**src/rtl/soc_mem_pkg.sv**
```systemverilog
// Shared types and firmware-visible addresses for the SoC data RAM path.
package soc_mem_pkg;

  typedef enum logic {
    OWN_CPU = 1'b0,
    OWN_DMA = 1'b1
  } owner_t;

  typedef enum logic {
    RR   = 1'b0,
    LOCK = 1'b1
  } arb_state_t;

  localparam int unsigned UART_CTRL_ADDR = 411699;
  localparam int unsigned UART_EXC_ADDR  = 411698;
  localparam int unsigned IMG_BASE_ADDR  = 206800;

  localparam int unsigned WaitCntW = 4;

endpackage

```
**src/rtl/arb_wait_cnt.sv**
```systemverilog
// Saturating wait counter: counts denied request cycles up to Limit, cleared on grant.
module arb_wait_cnt #(
  parameter int unsigned Limit = 4
) (
  input  logic       clk_i,
  input  logic       rst_i,
  input  logic       inc_i,
  input  logic       clr_i,
  output logic [3:0] cnt_o,
  output logic       at_limit_o
);

  localparam logic [3:0] LimitW = 4'(Limit);

  logic [3:0] cnt_d, cnt_q;

  always_comb begin
    cnt_d = cnt_q;
    if (clr_i) begin
      cnt_d = '0;
    end else if (inc_i && (cnt_q != LimitW)) begin
      cnt_d = cnt_q + 4'd1;
    end
  end

  always_ff @(posedge clk_i) begin
    if (rst_i) begin
      cnt_q <= '0;
    end else begin
      cnt_q <= cnt_d;
    end
  end

  assign cnt_o      = cnt_q;
  assign at_limit_o = (cnt_q == LimitW);

endmodule

```
**src/rtl/ram_port_arbiter.sv**
```systemverilog
// CPU / UART-DMA arbiter for the single-port data RAM. Read data for an access issued in
// cycle N is presented on the owner's rvalid/rdata registers in cycle N+RD_LAT+1.
module ram_port_arbiter
  import soc_mem_pkg::*;
#(
  parameter int unsigned AW       = 32,
  parameter int unsigned DW       = 32,
  parameter int unsigned MAX_WAIT = 4,
  parameter int unsigned RD_LAT   = 1
) (
  input  logic          clk,
  input  logic          rst,
  input  logic          cpu_req,
  input  logic          cpu_we,
  input  logic [AW-1:0] cpu_addr,
  input  logic [DW-1:0] cpu_wdata,
  output logic          cpu_gnt,
  output logic          cpu_rvalid,
  output logic [DW-1:0] cpu_rdata,
  input  logic          dma_req,
  input  logic          dma_lock,
  input  logic          dma_we,
  input  logic [AW-1:0] dma_addr,
  input  logic [DW-1:0] dma_wdata,
  output logic          dma_gnt,
  output logic          dma_rvalid,
  output logic [DW-1:0] dma_rdata,
  output logic          ram_en,
  output logic          ram_we,
  output logic [AW-1:0] ram_addr,
  output logic [DW-1:0] ram_wdata,
  input  logic [DW-1:0] ram_rdata
);

  localparam int unsigned Last = RD_LAT - 1;

  arb_state_t state_q, state_d;
  owner_t     last_q, last_d;

  logic       lock_active;
  logic       cpu_g, dma_g;
  logic [3:0] cpu_wait, dma_wait;
  logic       cpu_at_limit, dma_at_limit;

  logic [RD_LAT-1:0] tag_vld_q;
  owner_t            tag_own_q [RD_LAT];
  logic              cpu_rvalid_q, dma_rvalid_q;
  logic [DW-1:0]     cpu_rdata_q, dma_rdata_q;

  // The lock only holds while the DMA keeps both req and lock up; otherwise RR rules apply.
  assign lock_active = (state_q == LOCK) && dma_req && dma_lock;

  always_comb begin
    cpu_g = 1'b0;
    dma_g = 1'b0;
    if (!rst) begin
      if (lock_active) begin
        if (cpu_req && cpu_at_limit) begin
          cpu_g = 1'b1;
        end else begin
          dma_g = 1'b1;
        end
      end else if (dma_req && dma_at_limit) begin
        dma_g = 1'b1;
      end else if (cpu_req && dma_req) begin
        if (last_q == OWN_DMA) begin
          cpu_g = 1'b1;
        end else begin
          dma_g = 1'b1;
        end
      end else begin
        cpu_g = cpu_req;
        dma_g = dma_req;
      end
    end
  end

  always_comb begin
    last_d = last_q;
    if (cpu_g) begin
      last_d = OWN_CPU;
    end else if (dma_g) begin
      last_d = OWN_DMA;
    end
    if (lock_active || (dma_g && dma_lock)) begin
      state_d = LOCK;
    end else begin
      state_d = RR;
    end
  end

  always_ff @(posedge clk) begin
    if (rst) begin
      state_q <= RR;
      last_q  <= OWN_DMA;
    end else begin
      state_q <= state_d;
      last_q  <= last_d;
    end
  end

  arb_wait_cnt #(
    .Limit (MAX_WAIT)
  ) u_cpu_wait (
    .clk_i      (clk),
    .rst_i      (rst),
    .inc_i      (lock_active && cpu_req && !cpu_g),
    .clr_i      (cpu_g),
    .cnt_o      (cpu_wait),
    .at_limit_o (cpu_at_limit)
  );

  arb_wait_cnt #(
    .Limit (MAX_WAIT)
  ) u_dma_wait (
    .clk_i      (clk),
    .rst_i      (rst),
    .inc_i      (dma_req && !dma_g),
    .clr_i      (dma_g),
    .cnt_o      (dma_wait),
    .at_limit_o (dma_at_limit)
  );

  assign cpu_gnt = cpu_g;
  assign dma_gnt = dma_g;
  assign ram_en  = cpu_g | dma_g;

  always_comb begin
    ram_we    = 1'b0;
    ram_addr  = '0;
    ram_wdata = '0;
    if (cpu_g) begin
      ram_we    = cpu_we;
      ram_addr  = cpu_addr;
      ram_wdata = cpu_wdata;
    end else if (dma_g) begin
      ram_we    = dma_we;
      ram_addr  = dma_addr;
      ram_wdata = dma_wdata;
    end
  end

  // Owner tags ride alongside the RAM's read latency so data returns to the issuing side.
  always_ff @(posedge clk) begin
    if (rst) begin
      tag_vld_q <= '0;
      for (int i = 0; i < RD_LAT; i++) begin
        tag_own_q[i] <= OWN_CPU;
      end
      cpu_rvalid_q <= 1'b0;
      dma_rvalid_q <= 1'b0;
      cpu_rdata_q  <= '0;
      dma_rdata_q  <= '0;
    end else begin
      tag_vld_q[0] <= ram_en && !ram_we;
      tag_own_q[0] <= dma_g ? OWN_DMA : OWN_CPU;
      for (int i = 1; i < RD_LAT; i++) begin
        tag_vld_q[i] <= tag_vld_q[i-1];
        tag_own_q[i] <= tag_own_q[i-1];
      end
      cpu_rvalid_q <= tag_vld_q[Last] && (tag_own_q[Last] == OWN_CPU);
      dma_rvalid_q <= tag_vld_q[Last] && (tag_own_q[Last] == OWN_DMA);
      if (tag_vld_q[Last] && (tag_own_q[Last] == OWN_CPU)) begin
        cpu_rdata_q <= ram_rdata;
      end
      if (tag_vld_q[Last] && (tag_own_q[Last] == OWN_DMA)) begin
        dma_rdata_q <= ram_rdata;
      end
    end
  end

  assign cpu_rvalid = cpu_rvalid_q;
  assign dma_rvalid = dma_rvalid_q;
  assign cpu_rdata  = cpu_rdata_q;
  assign dma_rdata  = dma_rdata_q;

  gnt_onehot_a: assert property (@(posedge clk) !(cpu_g && dma_g));
  dma_wait_a:   assert property (@(posedge clk) disable iff (rst) dma_wait <= 4'd1);
  cpu_wait_a:   assert property (@(posedge clk) disable iff (rst) cpu_wait <= 4'(MAX_WAIT));

endmodule
```
**config.mk**
```make
export PLATFORM = sky130hd
export DESIGN_NAME = ram_port_arbiter
export DESIGN_NICKNAME = d
export VERILOG_FILES = /design/src/rtl/soc_mem_pkg.sv /design/src/rtl/arb_wait_cnt.sv /design/src/rtl/ram_port_arbiter.sv
export SDC_FILE = /design/constraint.sdc
export NUM_CORES = 1
export LEC_CHECK = 0
export ABC_AREA = 1
export BUFFER_PORTS_ARGS = -buffer_cell sky130_fd_sc_hd__buf_2
export CAP_MARGIN = 20
export CORE_AREA = 5 5 114 116
export CTS_CLUSTER_DIAMETER = 60
export DETAILED_ROUTE_END_ITERATION = 8
export DIE_AREA = 0 0 119 121
export PLACE_DENSITY = 0.75
export SLEW_MARGIN = 5
export SYNTH_ARGS = -nofsm -noshare
export SYNTH_HDL_FRONTEND = slang
export SYNTH_SLANG_ARGS = --single-unit
export TNS_END_PERCENT = 20
```
**constraint.sdc**
```tcl
create_clock -name clk -period 3.8 [get_ports clk]
set_input_delay 1.14 -clock clk [delete_from_list [all_inputs] [get_ports clk]]
set_output_delay 1.14 -clock clk [all_outputs]
set_load 0.05 [all_outputs]
```
==> results by group, run 1 <==
Outcome
  • Result of the run: completed

Global route
  • Combined global-route utilization of all metal layers: 0.1952
  • Vias in the first global route: 4394
  • Residual overflow from global routing: 0
  • Antenna violations before repair: 0
  • Wire length of the first global-routing pass: 22.60 mm
  • Largest net degree at the start of global routing: 66

Yosys
  • Number of unique standard cell types used by synthesis: 19
  • Nets in the synthesized netlist: 755
  • Post-synthesis cell count: 584
  • Count of yosys warnings during synthesis: 0
  • Average size of a mapped cell: 6.657 um2
  • Synthesized area: 0.003887 mm2
  • Synthesized flop and latch total: 78
  • Sequential cell area fraction in the yosys report: 0.4017

Place
  • Worst setup slack before clock tree synthesis: 64.32 ps
  • Final RePlAce weighted congestion: 0.8638
  • Number of cells in the design after placement: 1012
  • Half-perimeter wire length of the detailed placement result: 11.75 mm
  • Quantity of I/O buffers inserted on ports: 300

Pwr
  • Total power divided by cell area: 440.1 mW/mm2
  • Peak supply drop: 0.3293 mV
  • Overall Power: 2.617 mW
  • Leakage component of the power: 3.337 nW

Detailed routing
  • Antenna-violating nets left: 0
  • Wire length reported by the detailed router: 15.12 mm
  • Drt first pass iters: 4
  • DRC violations left: 0
  • DRC marker count from the first detailed-route iteration: 268
  • Drt wl/cell: 14.67 um
  • Post-DR vias/cell: 4.538
  • Count of vias placed by the detailed router: 4679

STA
  • Final hold violation count: 0
  • Number of setup violations in the final report: 0
  • Clock tree skew after final layout: 4.999 ps
  • Setup repair after global routing missed its margin: false
  • Highest clock rate: 0.2700 GHz
  • Crit path setup slack, layout: 96.65 ps
  • Minimum clock period after layout: 3703 ps
  • Remaining max-slew budget at the tightest pin: 0.2841
  • Worst Tran Pin Value: 1073 ps
  • Share of the clock period used by the worst path: 0.9746
  • Final slew viol count: 0
  • Setup tns final: 0 ps

Job
  • Count of maximum capacitance violations: 0

Finish
  • Area growth from synthesis to final layout: 52.94%
  • Non-filler cells in the finished layout: 1031
  • Share of layout cells above drive strength 1: 0.4410
  • Final net count: 1048

Floorplan
  • Count of boundary I/O pins: 301
  • Row Count: 40
  • Die X-Extent: 119 um
  • Die Footprint: 0.01440 mm2
  • Core area: 0.01181 mm2
  • Effective utilization at floorplan: 0.3291
  • Vertical die dimension: 121 um

Clock tree
  • Post-cts repair resize count: 0
  • Clk_lat worst skew: 330 ps
  • Hold buffer count at cts: 0
  • CTS H-Tree Depth: 3
  • Maximum number of buffers from clock root to sink: 2
  • # clock sinks: 78
  • Worst-path clk slew: 60 ps
  • Total CTS buffers: 9
  • Clock tree from TritonCTS: done
  • Clock Tree Root: clkbuf_16
  • Number of buffers inserted by post-CTS setup repair: 0

Worst setup path
  • Stage delay of the slowest cell on the critical path: 260 ps
  • Reg-to-reg startpoint: tag_vld_q$_SDFF_PP0_
  • Worst setup path startpoint: dma_req
  • Crit path kind: input port to output pin
  • Cell Chain, Critical Path: buf_2 -> nand4_1 -> nand3_2 -> nand3_2 -> inv_2 -> buf_12 -> buf_4 -> nand2_2 -> nand2_1 -> buf_2
  • Endpoint arrival time on the critical path: 2560 ps
  • Critical-path maximum fanout: 17
  • Startpoint type of the worst setup path: input port
  • CP Data Required Time: 2660 ps
  • CP max-delay cell: buf_2
  • Kind of end point of the critical path: output pin

Worst hold path
  • Beginning of the worst hold path: dma_rdata[3]$_SDFFE_PP0P_
  • Hold crit path type: flip-flop to flip-flop
## cell usage after synthesis, drive strengths merged
master	instances	area share
clkbuf	18	0.017
nand2	218	0.24
o21ai	69	0.089
nor2	137	0.13
inv	20	0.019
nand3	12	0.021
nand4	3	0.0048
buf	15	0.045
dfxtp	78	0.40
ha	4	0.013
or2	1	0.0016
a21oi	9	0.012
## worst paths after layout
check                               to  slack (ps)  cells after the start
max                       ram_wdata[9]         100                     10
min          dma_rdata[3]$_SDFFE_PP0P_         470                      2
max reg2reg  cpu_rdata[7]$_SDFFE_PP0P_        1990                      6
min reg2reg  dma_rdata[3]$_SDFFE_PP0P_         470                      2
## routing by layer
metal | vias to the layer above | global-route usage | share of wire
met5 | - | 0 | 0
met4 | 0 | 0.06083 | 0.019
met2 | 233 | 0.3285 | 0.48
li1 | 2400 | - | -
met3 | 27 | 0.07459 | 0.11
met1 | 2019 | 0.2296 | 0.40
## layout make-up
cell class,instances,area (um2)
diodes,2,5.005
clock buffers,11,232.7
clock inverters,5,60.06
fillers,1183,5866
inverters,20,75.07
multi-input cells,453,2011
flip-flops and latches,78,1562
well taps,147,183.9
repair buffers,315,1817
## kinds of logic after synthesis
logic type	count (synthesis)	share of synthesized area
buffers and inverters	53	0.08175
adder cells (fa/ha/maj)	4	0.01287
AND/OR/NAND/NOR	371	0.4033
AO/OA/AOI/OAI	78	0.1004
flip-flops	78	0.4017
## cells in the final DEF (no fill, tap or decap)
master / instances
buf_12: 10
nand4_1: 3
nor2_2: 2
ha_1: 4
clkbuf_4: 16
buf_2: 276
clkbuf_1: 2
buf_4: 12
clkinvlp_4: 1
clkbuf_16: 10
nand3_1: 8
inv_2: 2
clkinv_2: 1
nor2_1: 135
or2_2: 1
clkinv_4: 2
inv_1: 18
bufinv_16: 1
dfxtp_1: 78
a21oi_1: 9
o21ai_0: 69
diode_2: 2
nand3_2: 4
nand2_1: 167
nand2_2: 51
## per-stage QoR
stage | utilization | hold WS, ps | cell area (um2)
floorplan | - | 453.8 | 3887
global placement | 0.4725 | 455.4 | 5580
detailed placement | 0.4725 | 465.7 | 5580
CTS | 0.4972 | 479.3 | 5873
global route | 0.5030 | 496.3 | 5941
finish | 0.5034 | 474.1 | 5946
## registers in the layout, summed over array words and instances (netlist names)
| name | flops |
|---|---|
| u_cpu_wait.cnt_o | 4 |
| tag_vld_q | 1 |
| tag_own_q | 1 |
| u_dma_wait.cnt_o | 4 |
| dma_rdata | 32 |
| last_q | 1 |
| cpu_rvalid | 1 |
| dma_rvalid | 1 |
| cpu_rdata | 32 |
| state_q | 1 |
## power breakdown
part,leakage (nW),switching [mW],total [mW],internal (mW)
sequential,0.638,0.0273,0.904,0.876
combinational,2.56,0.632,0.872,0.239
clock,0.140,0.332,0.842,0.510
total,3.34,0.991,2.62,1.63
## critical path, delay by kind of cell
kind,cells,cell delay (ps)
buffers and inverters,5,910
AND/OR/NAND/NOR,5,500
No activity file was read; power rests on OpenSTA's default activity.
==> run 2: changes to the inputs <==
--- a/config.mk
+++ b/config.mk
@@ -8,11 +8,11 @@
 export ABC_AREA = 1
 export BUFFER_PORTS_ARGS = -buffer_cell sky130_fd_sc_hd__buf_2
 export CAP_MARGIN = 20
-export CORE_AREA = 5 5 114 116
+export CORE_AREA = 2 2 117 119
 export CTS_CLUSTER_DIAMETER = 60
 export DETAILED_ROUTE_END_ITERATION = 8
 export DIE_AREA = 0 0 119 121
-export PLACE_DENSITY = 0.75
+export PLACE_DENSITY = 0.69
 export SLEW_MARGIN = 5
 export SYNTH_ARGS = -nofsm -noshare
 export SYNTH_HDL_FRONTEND = slang
==> results by group, run 2 (same netlist as run 1, synthesis figures left out) <==
Worst setup path
  • CP max-delay cell: buf_4 (was buf_2)
  • Buf+Inv Stages, Crit Path: 4 (was 5)
  • Critical-path maximum fanout: 16 (was 17)
  • Cell Chain, Critical Path: buf_2 -> nand4_1 -> nand3_2 -> nand3_2 -> inv_4 -> buf_4 -> nand2_2 -> nand2_1 -> buf_2 (was buf_2 -> nand4_1 -> nand3_2 -> nand3_2 -> inv_2 -> buf_12 -> buf_4 -> nand2_2 -> nand2_1 -> buf_2)
  • CP Data Required Time: 2660 ps (about the same)
  • Category of cells accounting for the largest share of critical-path delay: buffers and inverters (unchanged)
  • Endpoint arrival time on the critical path: 2510 ps (was 2560 ps)
  • Stage delay of the slowest cell on the critical path: 250 ps (was 260 ps)
  • Crit path kind: input port to output pin (unchanged)
  • Startpoint type of the worst setup path: input port (unchanged)
  • Kind of end point of the critical path: output pin (unchanged)

Place
  • Quantity of I/O buffers inserted on ports: 300 (unchanged)
  • Half-perimeter wire length of the detailed placement result: 11.31 mm (was 11.75 mm)
  • Worst setup slack before clock tree synthesis: 45.75 ps (was 64.32 ps)
  • Number of cells in the design after placement: 1045 (was 1012)
  • Final RePlAce weighted congestion: 0.8760 (was 0.8638)

Floorplan
  • Count of boundary I/O pins: 301 (unchanged)
  • Vertical die dimension: 121 um (unchanged)
  • Die Footprint: 0.01440 mm2 (unchanged)
  • Row Count: 42 (was 40)
  • Core area: 0.01309 mm2 (was 0.01181 mm2)
  • Effective utilization at floorplan: 0.2971 (was 0.3291)
  • Die X-Extent: 119 um (unchanged)

STA
  • Worst hold slack across all endpoints: 476.6 ps (was 474.1 ps)
  • Clock tree skew after final layout: 6.302 ps (was 4.999 ps)
  • Setup tns final: 0 ps (unchanged)
  • Remaining max-slew budget at the tightest pin: 0.3032 (was 0.2841)
  • Highest clock rate: 0.2742 GHz (was 0.2700 GHz)
  • Minimum clock period after layout: 3647 ps (was 3703 ps)
  • Number of setup violations in the final report: 0 (unchanged)
  • Share of the clock period used by the worst path: 0.9598 (was 0.9746)
  • Worst Tran Pin Value: 1044 ps (was 1073 ps)
  • Final hold violation count: 0 (unchanged)
  • Final slew viol count: 0 (unchanged)
  • Setup repair after global routing missed its margin: false (unchanged)
  • Crit path setup slack, layout: 152.7 ps (was 96.65 ps)

Detailed routing
  • Drt first pass iters: 5 (was 4)
  • Count of vias placed by the detailed router: 4635 (was 4679)
  • Post-DR vias/cell: 4.364 (was 4.538)
  • Wire length reported by the detailed router: 14.49 mm (was 15.12 mm)
  • DRC marker count from the first detailed-route iteration: 210 (was 268)
  • DRC violations left: 0 (unchanged)
  • Antenna-violating nets left: 0 (unchanged)
  • Drt wl/cell: 13.65 um (was 14.67 um)

Finish
  • Share of layout cells above drive strength 1: 0.4458 (was 0.4410)
  • Register area: 0.001562 mm2 (unchanged)
  • Area growth from synthesis to final layout: 55.46% (was 52.94%)
  • Final net count: 1052 (was 1048)
  • Non-filler cells in the finished layout: 1062 (was 1031)
  • Commonest cells after routing, fill and taps aside: 291 x buf_2, 167 x nand2_1, 135 x nor2_1, 78 x dfxtp_1, 69 x o21ai_0 (was 276 x buf_2, 167 x nand2_1, 135 x nor2_1, 78 x dfxtp_1, 69 x o21ai_0)
  • Area of the multi-input gates: 0.002011 mm2 (unchanged)
  • Leading cell type in the layout, fill and taps excluded: buf_2 (unchanged)
  • Number of filler cells placed in the layout: 1365 (was 1183)
  • Ant diodes: 0 (was 2)

Clock tree
  • Total CTS buffers: 9 (unchanged)
  • Clk_lat worst skew: 330 ps (about the same)
  • Clock tree from TritonCTS: done (unchanged)
  • Maximum number of buffers from clock root to sink: 2 (unchanged)
  • Hold buffer count at cts: 0 (unchanged)
  • Worst-path clk slew: 60 ps (about the same)
  • CTS H-Tree Depth: 3 (unchanged)
  • # clock sinks: 78 (unchanged)
  • Number of buffers inserted by post-CTS setup repair: 0 (unchanged)
  • Clock Tree Root: clkbuf_16 (unchanged)

Global route
  • Wire length of the first global-routing pass: 22.04 mm (was 22.60 mm)
  • Antenna violations before repair: 0 (unchanged)
  • Residual overflow from global routing: 0 (unchanged)
  • Combined global-route utilization of all metal layers: 0.1928 (was 0.1952)
  • Vias in the first global route: 4391 (was 4394)
  • Largest net degree at the start of global routing: 70 (was 66)

Pwr
  • Peak supply drop: 0.4160 mV (was 0.3293 mV)
  • Overall Power: 2.764 mW (was 2.617 mW)
  • Total power divided by cell area: 457.4 mW/mm2 (was 440.1 mW/mm2)
  • Leakage component of the power: 3.384 nW (was 3.337 nW)

Outcome
  • Result of the run: completed (unchanged)

Job
  • Count of maximum capacitance violations: 0 (unchanged)

Worst hold path
  • Hold crit path type: flip-flop to flip-flop (unchanged)
==> run 2: cell count changes in the layout (fill, tap and decap cells not counted), moves of 2 or more <==
| cell | delta |
|---|---|
| buf_4 | +3 |
| buf_2 | +15 |
| clkinv_4 | -2 |
| diode_2 | -2 |
| inv_2 | -2 |
| clkbuf_4 | -15 |
| clkbuf_1 | -2 |
| inv_4 | +2 |
| clkinvlp_4 | +2 |
| bufinv_16 | +2 |
==> run 2: worst reg2reg max path, cell delays in order (launching register included) <==
cell and delay, ps:
dfxtp_1 330, inv_1 80, ha_1 140, nand2_1 70
o21ai_0 440, inv_1 170, nand2_1 90, nand2_1 50
a21oi_1 100
==> run 2: report_power, final <==
group	switching (mW)	internal (mW)	leakage [nW]
registers	0.0283	0.876	0.638
logic	0.630	0.241	2.59
clock network	0.345	0.644	0.158
total	1.00	1.76	3.38
==> run 2: metrics by stage <==
stage                 util  instance area (um2)
detailed placement  0.4327                 5662
global placement    0.4327                 5662
CTS                 0.4592                 6008
finish              0.4618                 6043
floorplan                -                 3887
global route        0.4618                 6043
==> run 2: path summary, 6_finish.rpt <==
kind / cells after the start / from / slack (ps) / to
max: 9 / dma_req / 150 / ram_wdata[3]
min: 2 / dma_rdata[2]$_SDFFE_PP0P_ / 480 / dma_rdata[2]$_SDFFE_PP0P_
max reg2reg: 8 / u_cpu_wait.cnt_o[0]$_SDFFE_PP0P_ / 2240 / u_cpu_wait.cnt_o[2]$_SDFFE_PP0P_
min reg2reg: 2 / dma_rdata[2]$_SDFFE_PP0P_ / 480 / dma_rdata[2]$_SDFFE_PP0P_
==> run 2: routing by layer <==
metal	vias up	wire [um]	part of all wire	track usage
met2	193	7105	0.49	0.3427
li1	2402	-	-	-
met3	18	1467	0.10	0.06908
met5	-	0	0	0
met1	2022	5700	0.39	0.2153
met4	0	218	0.015	0.05952
==> run 2: area by class of cell <==
type,count,share of cell area
clock inverter,7,0.02008
timing repair buffer,319,0.3019
inverter,20,0.01325
tap,176,0.03644
clock buffer,9,0.03727
sequential,78,0.2584
multi-input combinational,453,0.3327
==> run 2: timing repair <==
item	4_1_cts	5_1_grt
hold endpoints to repair	0	0
resized for setup	0	4
setup endpoints to repair	0	30
